**src/rtl/config_uart_pkg.sv**
```systemverilog
// Shared types and constants for the serial configuration front end.
// Used by the byte receiver and the word packer.
package config_uart_pkg;

    typedef enum logic [1:0] {
        RX_IDLE,
        RX_START,
        RX_DATA,
        RX_STOP
    } rx_state_t;

    localparam int BYTES_PER_WORD = 4;
    localparam int WORD_WIDTH     = 32;

endpackage

```
**src/rtl/uart_rx_byte.sv**
```systemverilog
// 8N1 byte receiver: input synchroniser, mid-bit sampling FSM.
// Strobes are decoded from the registered sample point.
module uart_rx_byte
    import config_uart_pkg::*;
#(
    parameter int CLKS_PER_BIT = 434
) (
    input  logic       CLK,
    input  logic       Reset,
    input  logic       Rx,
    output logic [7:0] byte_data,
    output logic       byte_valid,
    output logic       frame_err,
    output logic       start_seen,
    output logic       rx_idle
);

    localparam int CW = $clog2(CLKS_PER_BIT);
    localparam logic [CW-1:0] HALF = CW'(CLKS_PER_BIT / 2 - 1);
    localparam logic [CW-1:0] FULL = CW'(CLKS_PER_BIT - 1);

    logic          rx_m;
    logic          rx_s;
    logic          rx_d;
    rx_state_t     state;
    logic [CW-1:0] cnt;
    logic [2:0]    bit_idx;
    logic [7:0]    shreg;
    logic          tick;

    assign tick       = (cnt == '0);
    assign start_seen = (state == RX_IDLE) && rx_d && !rx_s;
    assign byte_valid = (state == RX_STOP) && tick && rx_s;
    assign frame_err  = (state == RX_STOP) && tick && !rx_s;
    assign rx_idle    = (state == RX_IDLE);
    assign byte_data  = shreg;

    always_ff @(posedge CLK or posedge Reset) begin
        if (Reset) begin
            rx_m <= 1'b1;
            rx_s <= 1'b1;
            rx_d <= 1'b1;
        end else begin
            rx_m <= Rx;
            rx_s <= rx_m;
            rx_d <= rx_s;
        end
    end

    always_ff @(posedge CLK or posedge Reset) begin
        if (Reset) begin
            state   <= RX_IDLE;
            cnt     <= '0;
            bit_idx <= '0;
            shreg   <= '0;
        end else begin
            unique case (state)
                RX_IDLE: begin
                    if (start_seen) begin
                        state <= RX_START;
                        cnt   <= HALF;
                    end
                end
                RX_START: begin
                    if (!tick) begin
                        cnt <= cnt - 1'b1;
                    end else if (!rx_s) begin
                        state   <= RX_DATA;
                        cnt     <= FULL;
                        bit_idx <= '0;
                    end else begin
                        // line went high again: a glitch, not a start bit
                        state <= RX_IDLE;
                    end
                end
                RX_DATA: begin
                    if (!tick) begin
                        cnt <= cnt - 1'b1;
                    end else begin
                        shreg <= {rx_s, shreg[7:1]};
                        cnt   <= FULL;
                        if (bit_idx == 3'd7)
                            state <= RX_STOP;
                        else
                            bit_idx <= bit_idx + 1'b1;
                    end
                end
                RX_STOP: begin
                    if (!tick)
                        cnt <= cnt - 1'b1;
                    else
                        state <= RX_IDLE;
                end
                default: state <= RX_IDLE;
            endcase
        end
    end

endmodule

```
**src/rtl/config_uart_rx.sv**
```systemverilog
// Serial config front end: packs received bytes big-endian into words
// and maintains the session-active flag that resets the config FSM.
module config_uart_rx
    import config_uart_pkg::*;
#(
    parameter int CLKS_PER_BIT   = 434,
    parameter int TIMEOUT_CYCLES = 100000
) (
    input  logic                  CLK,
    input  logic                  Reset,
    input  logic                  Rx,
    output logic [WORD_WIDTH-1:0] WriteData,
    output logic                  WriteStrobe,
    output logic                  ComActive,
    output logic                  ErrorFrame
);

    localparam int IW = $clog2(TIMEOUT_CYCLES + 1);
    localparam logic [IW-1:0] TMO  = IW'(TIMEOUT_CYCLES);
    localparam logic [1:0]    LAST = 2'(BYTES_PER_WORD - 1);

    logic [7:0]            byte_data;
    logic                  byte_valid;
    logic                  frame_err;
    logic                  start_seen;
    logic                  rx_idle;
    logic [1:0]            byte_cnt;
    logic [WORD_WIDTH-9:0] stage;
    logic [IW-1:0]         idle_cnt;
    logic                  timeout;

    uart_rx_byte #(
        .CLKS_PER_BIT(CLKS_PER_BIT)
    ) u_rx (
        .CLK       (CLK),
        .Reset     (Reset),
        .Rx        (Rx),
        .byte_data (byte_data),
        .byte_valid(byte_valid),
        .frame_err (frame_err),
        .start_seen(start_seen),
        .rx_idle   (rx_idle)
    );

    assign timeout = rx_idle && (idle_cnt == TMO);

    always_ff @(posedge CLK or posedge Reset) begin
        if (Reset)
            idle_cnt <= '0;
        else if (start_seen)
            idle_cnt <= '0;
        else if (idle_cnt != TMO)
            idle_cnt <= idle_cnt + 1'b1;
    end

    always_ff @(posedge CLK or posedge Reset) begin
        if (Reset) begin
            WriteData   <= '0;
            WriteStrobe <= 1'b0;
            ComActive   <= 1'b0;
            ErrorFrame  <= 1'b0;
            byte_cnt    <= '0;
            stage       <= '0;
        end else begin
            WriteStrobe <= 1'b0;
            ErrorFrame  <= frame_err;
            if (frame_err) begin
                byte_cnt <= '0;
            end else if (byte_valid) begin
                ComActive <= 1'b1;
                if (byte_cnt == LAST) begin
                    WriteData   <= {stage, byte_data};
                    WriteStrobe <= 1'b1;
                    byte_cnt    <= '0;
                end else begin
                    stage    <= {stage[WORD_WIDTH-17:0], byte_data};
                    byte_cnt <= byte_cnt + 1'b1;
                end
            end else if (timeout) begin
                // session over: drop any partial word
                ComActive <= 1'b0;
                byte_cnt  <= '0;
            end
        end
    end

endmodule

```
**config.mk**
```make
export PLATFORM = sky130hd
export DESIGN_NAME = config_uart_rx
export DESIGN_NICKNAME = d
export VERILOG_FILES = /design/src/rtl/config_uart_pkg.sv /design/src/rtl/uart_rx_byte.sv /design/src/rtl/config_uart_rx.sv
export SDC_FILE = /design/constraint.sdc
export NUM_CORES = 1
export LEC_CHECK = 0
export ABC_CLOCK_PERIOD_IN_PS = 3700
export BUFFER_PORTS_ARGS = -buffer_cell sky130_fd_sc_hd__clkbuf_2
export CAP_MARGIN = 20
export CORE_ASPECT_RATIO = 1.75
export CORE_MARGIN = 4
export CORE_UTILIZATION = 59
export CTS_CLUSTER_SIZE = 40
export DETAILED_ROUTE_END_ITERATION = 16
export HOLD_SLACK_MARGIN = 0.05
export PLACE_DENSITY = 0.77
export SYNTH_ARGS = -nofsm -noshare
export SYNTH_HDL_FRONTEND = slang
export SYNTH_SLANG_ARGS = --single-unit
```
**constraint.sdc**
```tcl
create_clock -name CLK -period 3.7 [get_ports CLK]
set_input_delay 0.74 -clock CLK [delete_from_list [all_inputs] [get_ports CLK]]
set_output_delay 0.74 -clock CLK [all_outputs]
set_load 0.05 [all_outputs]
```
==> summary.txt, run 1 <==
Run status
  • Status: finished clean

Clock network
  • Hold buffer count at cts: 0
  • Post-CTS setup buffer count: 0
  • H-tree Lvls: 3
  • CTS Buffer Depth: 2
  • Clk sinks: 103
  • Resized Gates After CTS: 0
  • Worst-Skew Late Latency: about 340 ps
  • CTS tree: built
  • Worst-path clk slew: around 70 ps
  • Total CTS buffers: 9
  • CTS root buf: clkbuf_16

Yosys
  • Syn Inst Count: 370
  • Synth cell types: 54
  • Yosys warns: 0
  • Synth cell count leaders: 100 x dfrtp_1, 39 x mux2_2, 30 x nor2_1
  • Post-Syn Area per Cell: between 10 and 15 um^2
  • Top-count cell post-synth: dfrtp_1
  • Seq/Total Area, Yosys: between 50% and 60%
  • Async S/R FF share, synth: 100%
  • Top-area cell type share of the netlist area: 54.1%
  • Main area contributors after synthesis: dfrtp_1 54%, mux2_2 9.5%, mux2_1 4.9%, ha_1 3.2%, nor2_1 2.4%
  • Flops & latches, synth: 103
  • Syn_nets: 385
  • Synth Flop Type: dfrtp_1
  • Leading area contributor after synthesis: dfrtp_1
  • Number of synthesized flops with an enable pin: 0
  • Post-Syn Area: 0.00462 mm^2

Die
  • Die ar.: roughly 0.0094 mm^2
  • Core area: approximately 0.0076 mm^2
  • Initial Util: 60.7%
  • FP Rows: 42
  • I/O pins: 38
  • Die W: 74.9 um
  • Die Y-Extent: 125 um

STA
  • Fin. max-slew vios: 0
  • FMAX: 402 MHz
  • Final Cycle Share: roughly two thirds
  • Final Hold Viols: 0
  • Headroom to the max-slew limit: 47.3%
  • Final setup vio count: 0
  • Fin crit period: approximately 2500 ps
  • Worst slew pin tran: 785 ps
  • Unrepaired setup endpoints after global routing: false
  • Worst Clk Skew: between 4 and 5 ps
  • Fin Setup TNS: 0 ps

Hold path
  • Endpoint, Worst Hold: u_rx.rx_s$_DFF_PP1_
  • Worst hold path class: flip-flop to flip-flop
  • Hold depth: 0
  • Hold path startpoint: u_rx.rx_m$_DFF_PP1_

Global route
  • Vias in the first global route: 3015
  • Overall routing resource usage: 18.7%
  • GRT overflow: 0
  • First-pass GRT wire length: 13.8 mm
  • Initial antenna violation count: 0
  • Pin count of the biggest net entering global routing: about 100

Critical path
  • WP data required: 3920 ps
  • Launch point of the worst reg-to-reg path: u_rx.cnt[0]$_DFFE_PP0P_
  • Largest stage delay, worst path: 610 ps
  • Crit path DAT: 2700 ps
  • Nature of the critical path endpoint: flip-flop
  • CP Buf/Inv Count: 2
  • Worst R2R Path Depth: 7
  • FF-to-FF setup slack: 1210 ps
  • Slowest stage cell on the critical path: or3_1
  • Top cell family by delay on the critical path: simple AND/OR/NAND/NOR gates
  • Cell Chain, Critical Path: inv_1, ha_1, nor2b_4, nand4_2, or3_1, buf_8, mux2_1
  • Worst Setup Path Type: flip-flop to flip-flop
  • Critical path peak fanout: 15
  • Critical path launch point type: flip-flop
  • Critical R2R Capture: stage[3]$_DFFE_PP0P_

Layout
  • Layout cells sized above 1: 28.8%
  • Nets@finish: roughly 420
  • Area delta synth->final: 12.2%
  • Final instance area: 0.00519 mm^2
  • Diodes inserted: 0

Power
  • P_leak: 2.64 nW
  • P per Cell Area: 586 mW/mm^2
  • Worst VDD drop: between 0.0004 and 0.0005 V

Placement
  • Gpl congestion: roughly 0.84
  • Detail Placement HPWL: 5.57 mm
  • Dpl cell area: between 0.004 and 0.005 mm^2
  • I/O Buffers: 37

Routing
  • DRC Markers: 0
  • Wire length per cell: between 15 and 20 um
  • Vias per inst: 5.92
  • DRT Pass-1 Iters: 4
  • Final ANT Viol Nets: 0
  • Vias: 2965
  • Initial drt markers: 111
  • Routed WL: 8.09 mm

Flow run
  • Max_cap viols: 0
-- sequential cells by signal (all words and copies together), names as in the netlist, named ones only --
register	cells
u_rx.rx_d	1
byte_cnt	2
u_rx.cnt	9
u_rx.rx_s	1
WriteStrobe	1
u_rx.state	1
u_rx.byte_data	8
ComActive	1
u_rx.bit_idx	3
stage	24
u_rx.rx_m	1
idle_cnt	17
ErrorFrame	1
WriteData	32
-- report_power, final --
group,total (W),leakage (nW),internal [W],switching [W]
clock network,0.000907,0.144,0.000499,0.000408
registers,0.00133,1.40,0.00122,0.000115
logic,0.000800,1.09,0.000317,0.000483
total,0.00304,2.64,0.00203,0.00101
-- final cells by class --
class | instances | area (um^2)
well taps | 88 | 110
clock buffers | 11 | 253
repair buffers | 41 | 235
inverters | 11 | 43.8
multi-input cells | 242 | 1920
flip-flops and latches | 103 | 2580
fillers | 550 | 2430
clock inverters | 5 | 41.3
-- metrics by stage --
| step | hold slack [ps] | std cells | utilization (%) | setup WS, ps | total power (W) |
|---|---|---|---|---|---|
| 2_1_floorplan | 345 | 370 | - | 261 | 0.00197 |
| 3_3_place_gp | 346 | 483 | 63.9 | 1180 | 0.00212 |
| 3_5_place_dp | 348 | 483 | 63.9 | 1090 | 0.00214 |
| 4_1_cts | 357 | 499 | 67.8 | 1070 | 0.00305 |
| 5_1_grt | 359 | 501 | 68.1 | 1100 | 0.00320 |
| 6_report | 357 | 501 | 68.1 | 1210 | 0.00304 |
-- metal layers --
metal	up-vias	global-route usage, %	wire length [um]
met1	1501	21.0	3280
li1	1386	-	-
met3	19	4.18	293
met2	59	32.6	4350
met5	-	0	0
met4	0	8.39	177
-- placed cells by master (no fill, tap or decap), types with 4 or more instances in the layout --
cell,Yosys,final
dfrtp_1,100,100
mux2_2,39,39
clkbuf_2,0,37
nor2_1,30,30
mux2_1,20,20
nand2_1,18,18
ha_1,12,12
a21oi_1,11,11
inv_1,11,10
xor2_1,9,9
clkbuf_16,0,9
o21ai_0,8,8
nand3_1,7,7
mux2_4,6,6
and2_1,6,6
nand4_1,5,5
xnor2_1,5,5
and4_1,4,4
nand2b_1,4,4
nor4b_1,4,4
o21ai_1,4,4
nor3_1,4,4
o2bb2ai_1,4,4
-- worst max-delay path by stage --
stage / endpoint / from / depth (start not counted)
6_report: stage[3]$_DFFE_PP0P_ / u_rx.cnt[0]$_DFFE_PP0P_ / 7
5_1_grt: stage[3]$_DFFE_PP0P_ / u_rx.cnt[0]$_DFFE_PP0P_ / 7
4_1_cts: stage[3]$_DFFE_PP0P_ / u_rx.cnt[0]$_DFFE_PP0P_ / 6
3_5_place_dp: stage[3]$_DFFE_PP0P_ / u_rx.cnt[0]$_DFFE_PP0P_ / 6
3_3_place_gp: stage[16]$_DFFE_PP0P_ / u_rx.cnt[0]$_DFFE_PP0P_ / 6
2_1_floorplan: ComActive$_DFFE_PP0P_ / Reset / 1
-- logic make-up after synthesis --
group,count (synthesis),share of synthesized area (%)
buffers and inverters,25,2.68
adder cells (fa/ha/maj),12,3.25
flip-flops,103,55.8
multiplexers,68,17.0
AND/OR/NAND/NOR,101,11.8
AO/OA/AOI/OAI,47,6.79
XOR/XNOR,14,2.65
No activity file was read; power rests on OpenSTA's default activity.
==> run 2, diff against run 1 <==
Settings changed: ABC_CLOCK_PERIOD_IN_PS 3700 to 2430.
Clock period 3.7 ns to 2.43 ns, I/O delays scaled along.
==> run 2 against run 1 <==
  * Critical path type unchanged
  * Sequential share of layout area fell by 0.32 points
  * Clock skew up 1.0 ps
  * Critical path depth did not move
  * Maximum frequency is 11% higher
  * Largest power group unchanged
  * Register-to-register slack got worse by 1000 ps
  * Combinational power is 56% higher
  * Power rose by 56%
  * Non-clock buffer count rose by 1
  * Final cell count increased by 0.20%
==> summary.txt, run 2 (synthesis results as in run 1) <==
Run status
  • Status: finished clean (unchanged)

STA
  • Worst slew pin tran: 453 ps (was 785 ps)
  • Fin. max-slew vios: 0 (unchanged)
  • Headroom to the max-slew limit: 69.8% (was 47.3%)
  • Unrepaired setup endpoints after global routing: false (unchanged)
  • Worst Clk Skew: 5.91 ps (was 4.88 ps)
  • FMAX: 444 MHz (was 402 MHz)
  • Final Hold Viols: 0 (unchanged)
  • Final setup vio count: 0 (unchanged)
  • Final Cycle Share: 92.6% (was 67.2%)
  • Fin crit period: 2250 ps (was 2490 ps)
  • Fin Setup TNS: 0 ps (unchanged)
  • Final worst slack: 179 ps (was 1210 ps)

Routing
  • Vias per inst: 5.84 (was 5.92)
  • Initial drt markers: 108 (was 111)
  • Routed WL: 8.19 mm (was 8.09 mm)
  • DRT Pass-1 Iters: 5 (was 4)
  • Wire length per cell: 16.3 um (was 16.2 um)
  • Final ANT Viol Nets: 0 (unchanged)
  • Vias: 2932 (was 2965)
  • DRC Markers: 0 (unchanged)

Die
  • FP Rows: 42 (unchanged)
  • Initial Util: 60.7% (unchanged)
  • Die Y-Extent: 125 um (unchanged)
  • Die W: 74.9 um (unchanged)
  • Core area: 0.00762 mm^2 (unchanged)
  • I/O pins: 38 (unchanged)
  • Die ar.: 0.00937 mm^2 (unchanged)

Power
  • Worst VDD drop: 0.000546 V (was 0.000429 V)
  • P per Cell Area: 910 mW/mm^2 (was 586 mW/mm^2)
  • Total power draw: 0.00475 W (was 0.00304 W)
  • P_leak: 2.65 nW (was 2.64 nW)

Critical path
  • Nature of the critical path endpoint: flip-flop (unchanged)
  • Slowest stage cell on the critical path: dfrtp_1 (was or3_1)
  • FF-to-FF setup slack: 180 ps (was 1210 ps)
  • Critical path launch point type: flip-flop (unchanged)
  • Critical path peak fanout: 25 (was 15)
  • Worst Setup Path Type: flip-flop to flip-flop (unchanged)
  • Cell Chain, Critical Path: inv_1, ha_1, nor2b_4, nand4_2, or3_1, buf_4, mux2_1 (was inv_1, ha_1, nor2b_4, nand4_2, or3_1, buf_8, mux2_1)
  • Critical R2R Capture: stage[20]$_DFFE_PP0P_ (was stage[3]$_DFFE_PP0P_)
  • WP data required: 2650 ps (was 3920 ps)
  • Largest stage delay, worst path: 410 ps (was 610 ps)
  • Crit path DAT: 2470 ps (was 2700 ps)
  • Worst R2R Path Depth: 7 (unchanged)
  • Launch point of the worst reg-to-reg path: u_rx.cnt[0]$_DFFE_PP0P_ (unchanged)

Layout
  • Commonest non-fill, non-tap cell in the layout: dfrtp_1 (unchanged)
  • Top flop regs: WriteData (32), stage (24), idle_cnt (17) (unchanged)
  • Nets@finish: 424 (was 423)
  • Final Util: 68.5% (was 68.1%)
  • Layout cells sized above 1: 29.0% (was 28.8%)
  • Diodes inserted: 0 (unchanged)
  • Biggest register: WriteData (unchanged)
  • Max reg flops: 32 (unchanged)
  • Commonest non-fill, non-tap cells in the layout: 100 x dfrtp_1, 39 x mux2_2, 37 x clkbuf_2, 30 x nor2_1, 20 x mux2_1 (unchanged)
  • Non-Filler Instances: 502 (was 501)
  • Area delta synth->final: 13.0% (was 12.2%)
  • Fillers: 527 (was 550)

Clock network
  • Post-CTS setup buffer count: 0 (unchanged)
  • CTS root buf: clkbuf_16 (unchanged)
  • CTS Buffer Depth: 2 (unchanged)
  • Resized Gates After CTS: 0 (unchanged)
  • Worst-Skew Late Latency: 340 ps (about the same)
  • Worst-path clk slew: 70 ps (about the same)
  • Clk sinks: 103 (unchanged)
  • Hold buffer count at cts: 0 (unchanged)
  • CTS tree: built (unchanged)
  • H-tree Lvls: 3 (unchanged)
  • Total CTS buffers: 9 (unchanged)

Global route
  • First-pass GRT wire length: 13.9 mm (was 13.8 mm)
  • Overall routing resource usage: 18.9% (was 18.7%)
  • Vias in the first global route: 3063 (was 3015)
  • Pin count of the biggest net entering global routing: 88 (was 104)
  • Initial antenna violation count: 0 (unchanged)
  • GRT overflow: 0 (unchanged)

Placement
  • # placed instances: 486 (was 483)
  • Gpl congestion: 0.892 (was 0.837)
  • Detail Placement HPWL: 5.54 mm (was 5.57 mm)
  • I/O Buffers: 37 (unchanged)
  • Placement Setup Slack: 224 ps (was 1090 ps)

Flow run
  • Max_cap viols: 0 (unchanged)

Hold path
  • Worst hold path class: input port to asynchronous set/reset pin (was flip-flop to flip-flop)
## run 2: changes by cell type in the layout (fill, tap and decap cells not counted)
cell       before  now
buf_12          1    2
bufinv_16       0    1
inv_8           1    0
buf_8           1    0
inv_6           0    3
clkinv_4        2    0
buf_4           2    3
inv_4           1    0
## run 2: stage by stage
stage	hold WS, ps	instance area, um^2
after floorplan	345	4630
after global placement	346	4910
after detailed placement	347	4910
after CTS	114	5220
after global routing	132	5220
final	116	5220
## run 2: final cells by class
class / count / area, um^2 / area share, %
timing repair buffer: 42 / 248 / 4.74
tap: 88 / 110 / 2.11
sequential: 103 / 2580 / 49.4
multi-input combinational: 242 / 1920 / 36.8
clock buffer: 11 / 253 / 4.84
clock inverter: 5 / 61.3 / 1.17
inverter: 11 / 45.0 / 0.862
## run 2: worst max-delay path by stage
stage / from / to / slack, ps / cells past startpoint
final: u_rx.cnt[0]$_DFFE_PP0P_ / stage[20]$_DFFE_PP0P_ / 180 / 7
after global routing: u_rx.cnt[0]$_DFFE_PP0P_ / stage[20]$_DFFE_PP0P_ / 60 / 7
after CTS: u_rx.cnt[0]$_DFFE_PP0P_ / stage[20]$_DFFE_PP0P_ / 180 / 7
after detailed placement: u_rx.cnt[0]$_DFFE_PP0P_ / stage[20]$_DFFE_PP0P_ / 220 / 7
after global placement: u_rx.cnt[0]$_DFFE_PP0P_ / stage[17]$_DFFE_PP0P_ / 290 / 7
after floorplan: u_rx.cnt[0]$_DFFE_PP0P_ / stage[7]$_DFFE_PP0P_ / 370 / 8
## run 2: critical path: cells and delay by family (launching register included)
family        cells  cell delay, ps
fa+ha+maj         1             230
buf+inv           2             380
mux               1             350
flops             1             410
simple gates      3             750
## run 2: power breakdown
part	internal (W)	leakage, nW	switching, W
logic	0.000494	1.09	0.000756
clock network	0.000863	0.157	0.000608
registers	0.00186	1.40	0.000174
total	0.00321	2.65	0.00154
## run 2: layer usage
metal | vias to the layer above | wire, um | global-route usage (%) | share of wire [%]
li1 | 1386 | - | - | -
met1 | 1475 | 3290 | 22.0 | 40
met2 | 58 | 4470 | 32.0 | 55
met3 | 13 | 303 | 4.34 | 3.7
met4 | 0 | 131 | 8.28 | 1.6
met5 | - | 0 | 0 | 0
